===== src/rtl/pipe_addn_if.sv =====
// Handshake bundle for pipe_addn: source side (__in*) and consumer side (__out*).
// master drives the inputs of the pipe, slave is the pipe itself.
interface pipe_addn_if #(
  parameter int WIDTH = 8,
  parameter int DEPTH = 3
);
  localparam int OCC_W = $clog2(DEPTH + 1);

  logic             __in0;
  logic [WIDTH-1:0] __in1;
  logic             __in2;
  logic             __in3;
  logic             __out0;
  logic [WIDTH-1:0] __out1;
  logic             __out2;
  logic [OCC_W-1:0] __out3;

  modport master (
    output __in0, __in1, __in2, __in3,
    input  __out0, __out1, __out2, __out3
  );

  modport slave (
    input  __in0, __in1, __in2, __in3,
    output __out0, __out1, __out2, __out3
  );
endinterface


===== src/rtl/pipe_addn.sv =====
// DEPTH-stage add pipeline with ready/valid backpressure, bubble collapsing,
// synchronous flush, optional saturation and an occupancy count.
module pipe_addn #(
  parameter int WIDTH     = 8,
  parameter int DEPTH     = 3,
  parameter int STEP_BASE = 1,
  parameter int STEP_INC  = 1,
  parameter int SATURATE  = 0
) (
  input logic        clk,
  input logic        rst,
  pipe_addn_if.slave bus
);
  localparam int OCC_W = $clog2(DEPTH + 1);

  logic [DEPTH-1:0] v;
  logic [WIDTH-1:0] d     [DEPTH];
  logic [WIDTH-1:0] d_nxt [DEPTH];
  logic [DEPTH-1:0] r;
  logic [OCC_W-1:0] occ;

  function automatic logic [WIDTH-1:0] stage_c(input int k);
    return WIDTH'(STEP_BASE + k * STEP_INC);
  endfunction

  function automatic logic [WIDTH-1:0] add_c(input logic [WIDTH-1:0] x,
                                             input logic [WIDTH-1:0] c);
    logic [WIDTH:0] s;
    s = {1'b0, x} + {1'b0, c};
    if (SATURATE != 0 && s[WIDTH]) return '1;
    return s[WIDTH-1:0];
  endfunction

  // Ready ripples from the consumer back; an empty stage is always ready,
  // which is what lets a full stage collapse into a bubble while stalled.
  always_comb begin
    logic downstream;
    downstream = bus.__in3;
    r = '0;
    for (int k = DEPTH - 1; k >= 0; k--) begin
      downstream = !v[k] || downstream;
      r[k] = downstream;
    end
  end

  assign d_nxt[0] = add_c(bus.__in1, stage_c(0));
  for (genvar k = 1; k < DEPTH; k++) begin : g_stage
    assign d_nxt[k] = add_c(d[k-1], stage_c(k));
  end

  always_ff @(posedge clk or negedge rst) begin
    if (!rst) begin
      v <= '0;
      for (int k = 0; k < DEPTH; k++) d[k] <= '0;
    end else begin
      for (int k = 0; k < DEPTH; k++) begin
        if (r[k]) d[k] <= d_nxt[k];
      end
      if (bus.__in2) begin
        v <= '0;
      end else begin
        if (r[0]) v[0] <= bus.__in0;
        for (int k = 1; k < DEPTH; k++) begin
          if (r[k]) v[k] <= v[k-1];
        end
      end
    end
  end

  always_comb begin
    occ = '0;
    for (int k = 0; k < DEPTH; k++) occ = occ + OCC_W'(v[k]);
  end

  assign bus.__out0 = v[DEPTH-1];
  assign bus.__out1 = v[DEPTH-1] ? d[DEPTH-1] : '0;
  assign bus.__out2 = r[0] && !bus.__in2 && rst;
  assign bus.__out3 = occ;
endmodule


===== src/flat_wrapper.sv =====
// flat-port wrapper written by rule: the top's interface ports become plain ports
module pipe_addn_flat 
#(
  parameter int WIDTH     = 8,
  parameter int DEPTH     = 3,
  parameter int STEP_BASE = 1,
  parameter int STEP_INC  = 1,
  parameter int SATURATE  = 0
)
  (clk, rst, bus___in0, bus___in1, bus___in2, bus___in3, bus___out0, bus___out1, bus___out2, bus___out3);
  pipe_addn_if #(.WIDTH(WIDTH), .DEPTH(DEPTH)) bus_i ();
  input logic clk;
  input logic rst;
  input wire logic [$bits(bus_i.__in0)-1:0] bus___in0;
  input wire logic [$bits(bus_i.__in1)-1:0] bus___in1;
  input wire logic [$bits(bus_i.__in2)-1:0] bus___in2;
  input wire logic [$bits(bus_i.__in3)-1:0] bus___in3;
  output wire logic [$bits(bus_i.__out0)-1:0] bus___out0;
  output wire logic [$bits(bus_i.__out1)-1:0] bus___out1;
  output wire logic [$bits(bus_i.__out2)-1:0] bus___out2;
  output wire logic [$bits(bus_i.__out3)-1:0] bus___out3;
  assign bus_i.__in0 = bus___in0;
  assign bus_i.__in1 = bus___in1;
  assign bus_i.__in2 = bus___in2;
  assign bus_i.__in3 = bus___in3;
  assign bus___out0 = bus_i.__out0;
  assign bus___out1 = bus_i.__out1;
  assign bus___out2 = bus_i.__out2;
  assign bus___out3 = bus_i.__out3;
  pipe_addn #(.WIDTH(WIDTH), .DEPTH(DEPTH), .STEP_BASE(STEP_BASE), .STEP_INC(STEP_INC), .SATURATE(SATURATE)) u_core (.clk(clk), .rst(rst), .bus(bus_i));
endmodule

===== config.mk =====
export PLATFORM = sky130hd
export DESIGN_NAME = pipe_addn_flat
export DESIGN_NICKNAME = d
export VERILOG_FILES = /design/src/rtl/pipe_addn_if.sv /design/src/rtl/pipe_addn.sv /design/src/flat_wrapper.sv
export SDC_FILE = /design/constraint.sdc
export NUM_CORES = 1
export LEC_CHECK = 0
export CORE_MARGIN = 5
export CORE_UTILIZATION = 25
export CTS_BUF_LIST = sky130_fd_sc_hd__clkbuf_4 sky130_fd_sc_hd__clkbuf_8
export DETAILED_ROUTE_END_ITERATION = 10
export GPL_ROUTABILITY_DRIVEN = 1
export SETUP_SLACK_MARGIN = 0.3
export SYNTH_ARGS = -nofsm -noshare
export SYNTH_HDL_FRONTEND = slang
export SYNTH_SLANG_ARGS = --single-unit

===== constraint.sdc =====
create_clock -name clk -period 1.6 [get_ports clk]
set_input_delay 0.48 -clock clk [delete_from_list [all_inputs] [get_ports clk]]
set_output_delay 0.48 -clock clk [all_outputs]
set_load 0.05 [all_outputs]

==> flow_summary.ini <==
[sta]
rsz0062_at_grt = yes
setup_slack_ns = -0.302
final_hold_viol_count = 0
worstMarginPinSlew_ns = 0.355
relSlewSlack_pct = 76.3
report.final.setup_viol = 12
fin_setup_tns_ns = -2.58
final.setup_skew_ns = 0.00721
period_needed_ns = 1.90
whs_ns = 0.488
slew_viol_final = 0
max_freq_mhz = 526
fin_crit_sh_pct = 119

[placed_design]
io_buffers = 24
gp_congestion = 0.712
pre_cts_ws_ns = -0.454
dpl_cell_area_mm2 = 0.00189
dp_hpwl_um = 1940

[pwr]
power_frac_comb_pct = 24.0
vdd_drop_max_mv = 0.352
clkPwrFrac_pct = 24.0
sw_frac_of_total_pct = 29.1
leakage_nw = 1.01
power_density_mw_per_mm2 = 693
power.internal_w = 0.00116
p_seq_share_pct = 52.0
switchingPower_w = 0.000478

[layout]
design_area_mm2 = 0.00236
fillers = 501
layout_common_cells = dfrtp_1, buf_12, buf_6
n_antenna_cell = 0
drive_above_1_share_pct = 46.4
syn_to_final_growth_pct = 73.7
final_common_cell = dfrtp_1
final_nets = 210

[grt]
gr-usage-all-layers_pct = 7.80
grt_pass1_wl_um = 4570
grt_remaining_overflow = 0
grt_pass1_vias = 989
antenna_found_initial = 0
grt_max_degree = 28

[routing]
wl_per_cell_um = 11.6
first_pass_iters = 4
routed_wl_um = 3050
drt-vias-per-instance = 4.24
vias = 1110
drtIter0Drc = 51
route.detailed.drc = 0
antenna_left = 0

[run_status]
status = complete, but fails checks
violations = negative setup slack

[die]
io_pins = 25
core-area_mm2 = 0.00520
std_cell_rows = 26
initial_utilization_pct = 26.2
die-area_mm2 = 0.00702
dieHeight_um = 83.8
dieWidth_um = 83.8

[min_path]
hp-class = reg2reg

[clocking]
cts-root-buf = clkbuf_8
numClockSinks = 27
clk_latency_ns = 0.27
cts_tree = done
cts.htree.levels = 1
clockBufferDepth = 2
cts_inserted_buffers = 3
path_clk_slew_ns = 0.10

[yosys]
synthMuxAreaShare_pct = 1.93
synthSimpleGateAreaFrac_pct = 19.3
synth.avg_cell_area_um2 = 9.94
synth_nets = 154
synth-compound-area-share_pct = 10.8
synth_top_family_by_area = simple AND/OR/NAND/NOR gates
synth_fa_ha_area_share_pct = 4.23
ys_seq_elements = 27
synth.cell_area_mm2 = 0.00136
synth_seq_area_share_pct = 49.6
synth_cells = 137
yosysUniqueCellTypes = 23
ys_warn_count = 0
synthXorXnorAreaFrac_pct = 10.9

[worst_setup_path]
critPathMaxFanout = 2
crit_arrival_ns = 1.42
criticalPathCategory = reg2out
cp.required_ns = 1.12
end_kind = output port
start_kind = flop

[run]
drv_cap = 0
cell families (layout without fill, tap and decap cells):
logic type,count (synthesis),in the layout
AOI/OAI and AO/OA,27,27
xor gates and xnor gates,17,17
adders and majority gates,4,4
buffers and inverters,7,62
DFF,27,27
muxes,2,2
and+or+nand+nor,53,53
timing repair:
item,in CTS,in global routing
pin swaps,7,7
setup buffers,2,11
gates resized for setup,31,49
gates cloned,1,4
setup endpoints to repair,39,29
hold buffers,0,0
cell usage after synthesis:
cell | n | area share, %
a21oi_1 | 13 | 4.8
a21oi_2 | 2 | 1.3
and2_1 | 8 | 3.7
and2b_1 | 1 | 0.55
and3_1 | 4 | 1.8
and3b_1 | 1 | 0.64
buf_2 | 2 | 0.74
buf_6 | 2 | 1.7
dfrtp_1 | 27 | 50
fa_1 | 1 | 1.5
ha_1 | 3 | 2.8
inv_1 | 3 | 0.83
mux2_2 | 1 | 0.83
mux2_4 | 1 | 1.1
nand2_1 | 11 | 3.0
nand3_1 | 7 | 2.6
nand3_4 | 1 | 1.3
nand4_1 | 1 | 0.46
nor2_1 | 19 | 5.2
o2111ai_1 | 1 | 0.64
o21ai_0 | 11 | 4.0
xnor2_1 | 7 | 4.5
xor2_1 | 10 | 6.4
flip-flops by register name, indices dropped and copies added, names as in the netlist:
name and flops:
u_core.d 24, u_core.v 3
power by group through the flow:
stage | registers (W) | logic [W] | clock network [W]
global placement | 0.000848 | 0.000342 | 0
detailed placement | 0.000852 | 0.000349 | 0
CTS | 0.000842 | 0.000363 | 0.000407
floorplan | 0.000840 | 0.000194 | 0
finish | 0.000852 | 0.000393 | 0.000394
global route | 0.000865 | 0.000427 | 0.000434
path summary, 6_finish.rpt:
path / from / endpoint / slack, ns / depth (start not counted)
hold / removal: u_core.d[5] / u_core.d[5] / 0.49 / 2
min in group asynchronous: rst / u_core.d[19] / 0.61 / 2
max in group asynchronous: rst / u_core.v[2] / 0.70 / 2
setup / recovery: u_core.v[0] / bus___out3[0] / -0.30 / 2
hold reg to reg: u_core.d[5] / u_core.d[5] / 0.49 / 2
setup reg to reg: u_core.v[2] / u_core.d[10] / 0.07 / 6
critical path: stages (launching register included):
cell,delay [ns]
dfrtp_1,0.42
fa_2,0.60
buf_12,0.14
stage by stage:
stage / util (%) / power, W / instances
floorplan: - / 0.00103 / 137
global route: 45.4 / 0.00173 / 262
detailed placement: 36.3 / 0.00120 / 240
global placement: 36.3 / 0.00119 / 240
CTS: 38.8 / 0.00161 / 247
finish: 45.4 / 0.00164 / 262
metal layers:
layer | track usage, % | wire length, µm | vias up
li1 | - | - | 573
met1 | 9.34 | 1260 | 517
met2 | 13.8 | 1630 | 18
met3 | 1.88 | 128 | 2
met4 | 2.19 | 24 | 0
met5 | 0 | 0 | -
layout make-up:
class	count	area, µm²	area share (%)
sequential	27	677	28.6
inverter	3	11.3	0.476
clock inverter	1	7.51	0.317
multi-input combinational	103	793	33.5
timing repair buffer	55	747	31.6
tap	70	87.6	3.70
clock buffer	3	41.3	1.75
(Power assumes the default switching activity.)
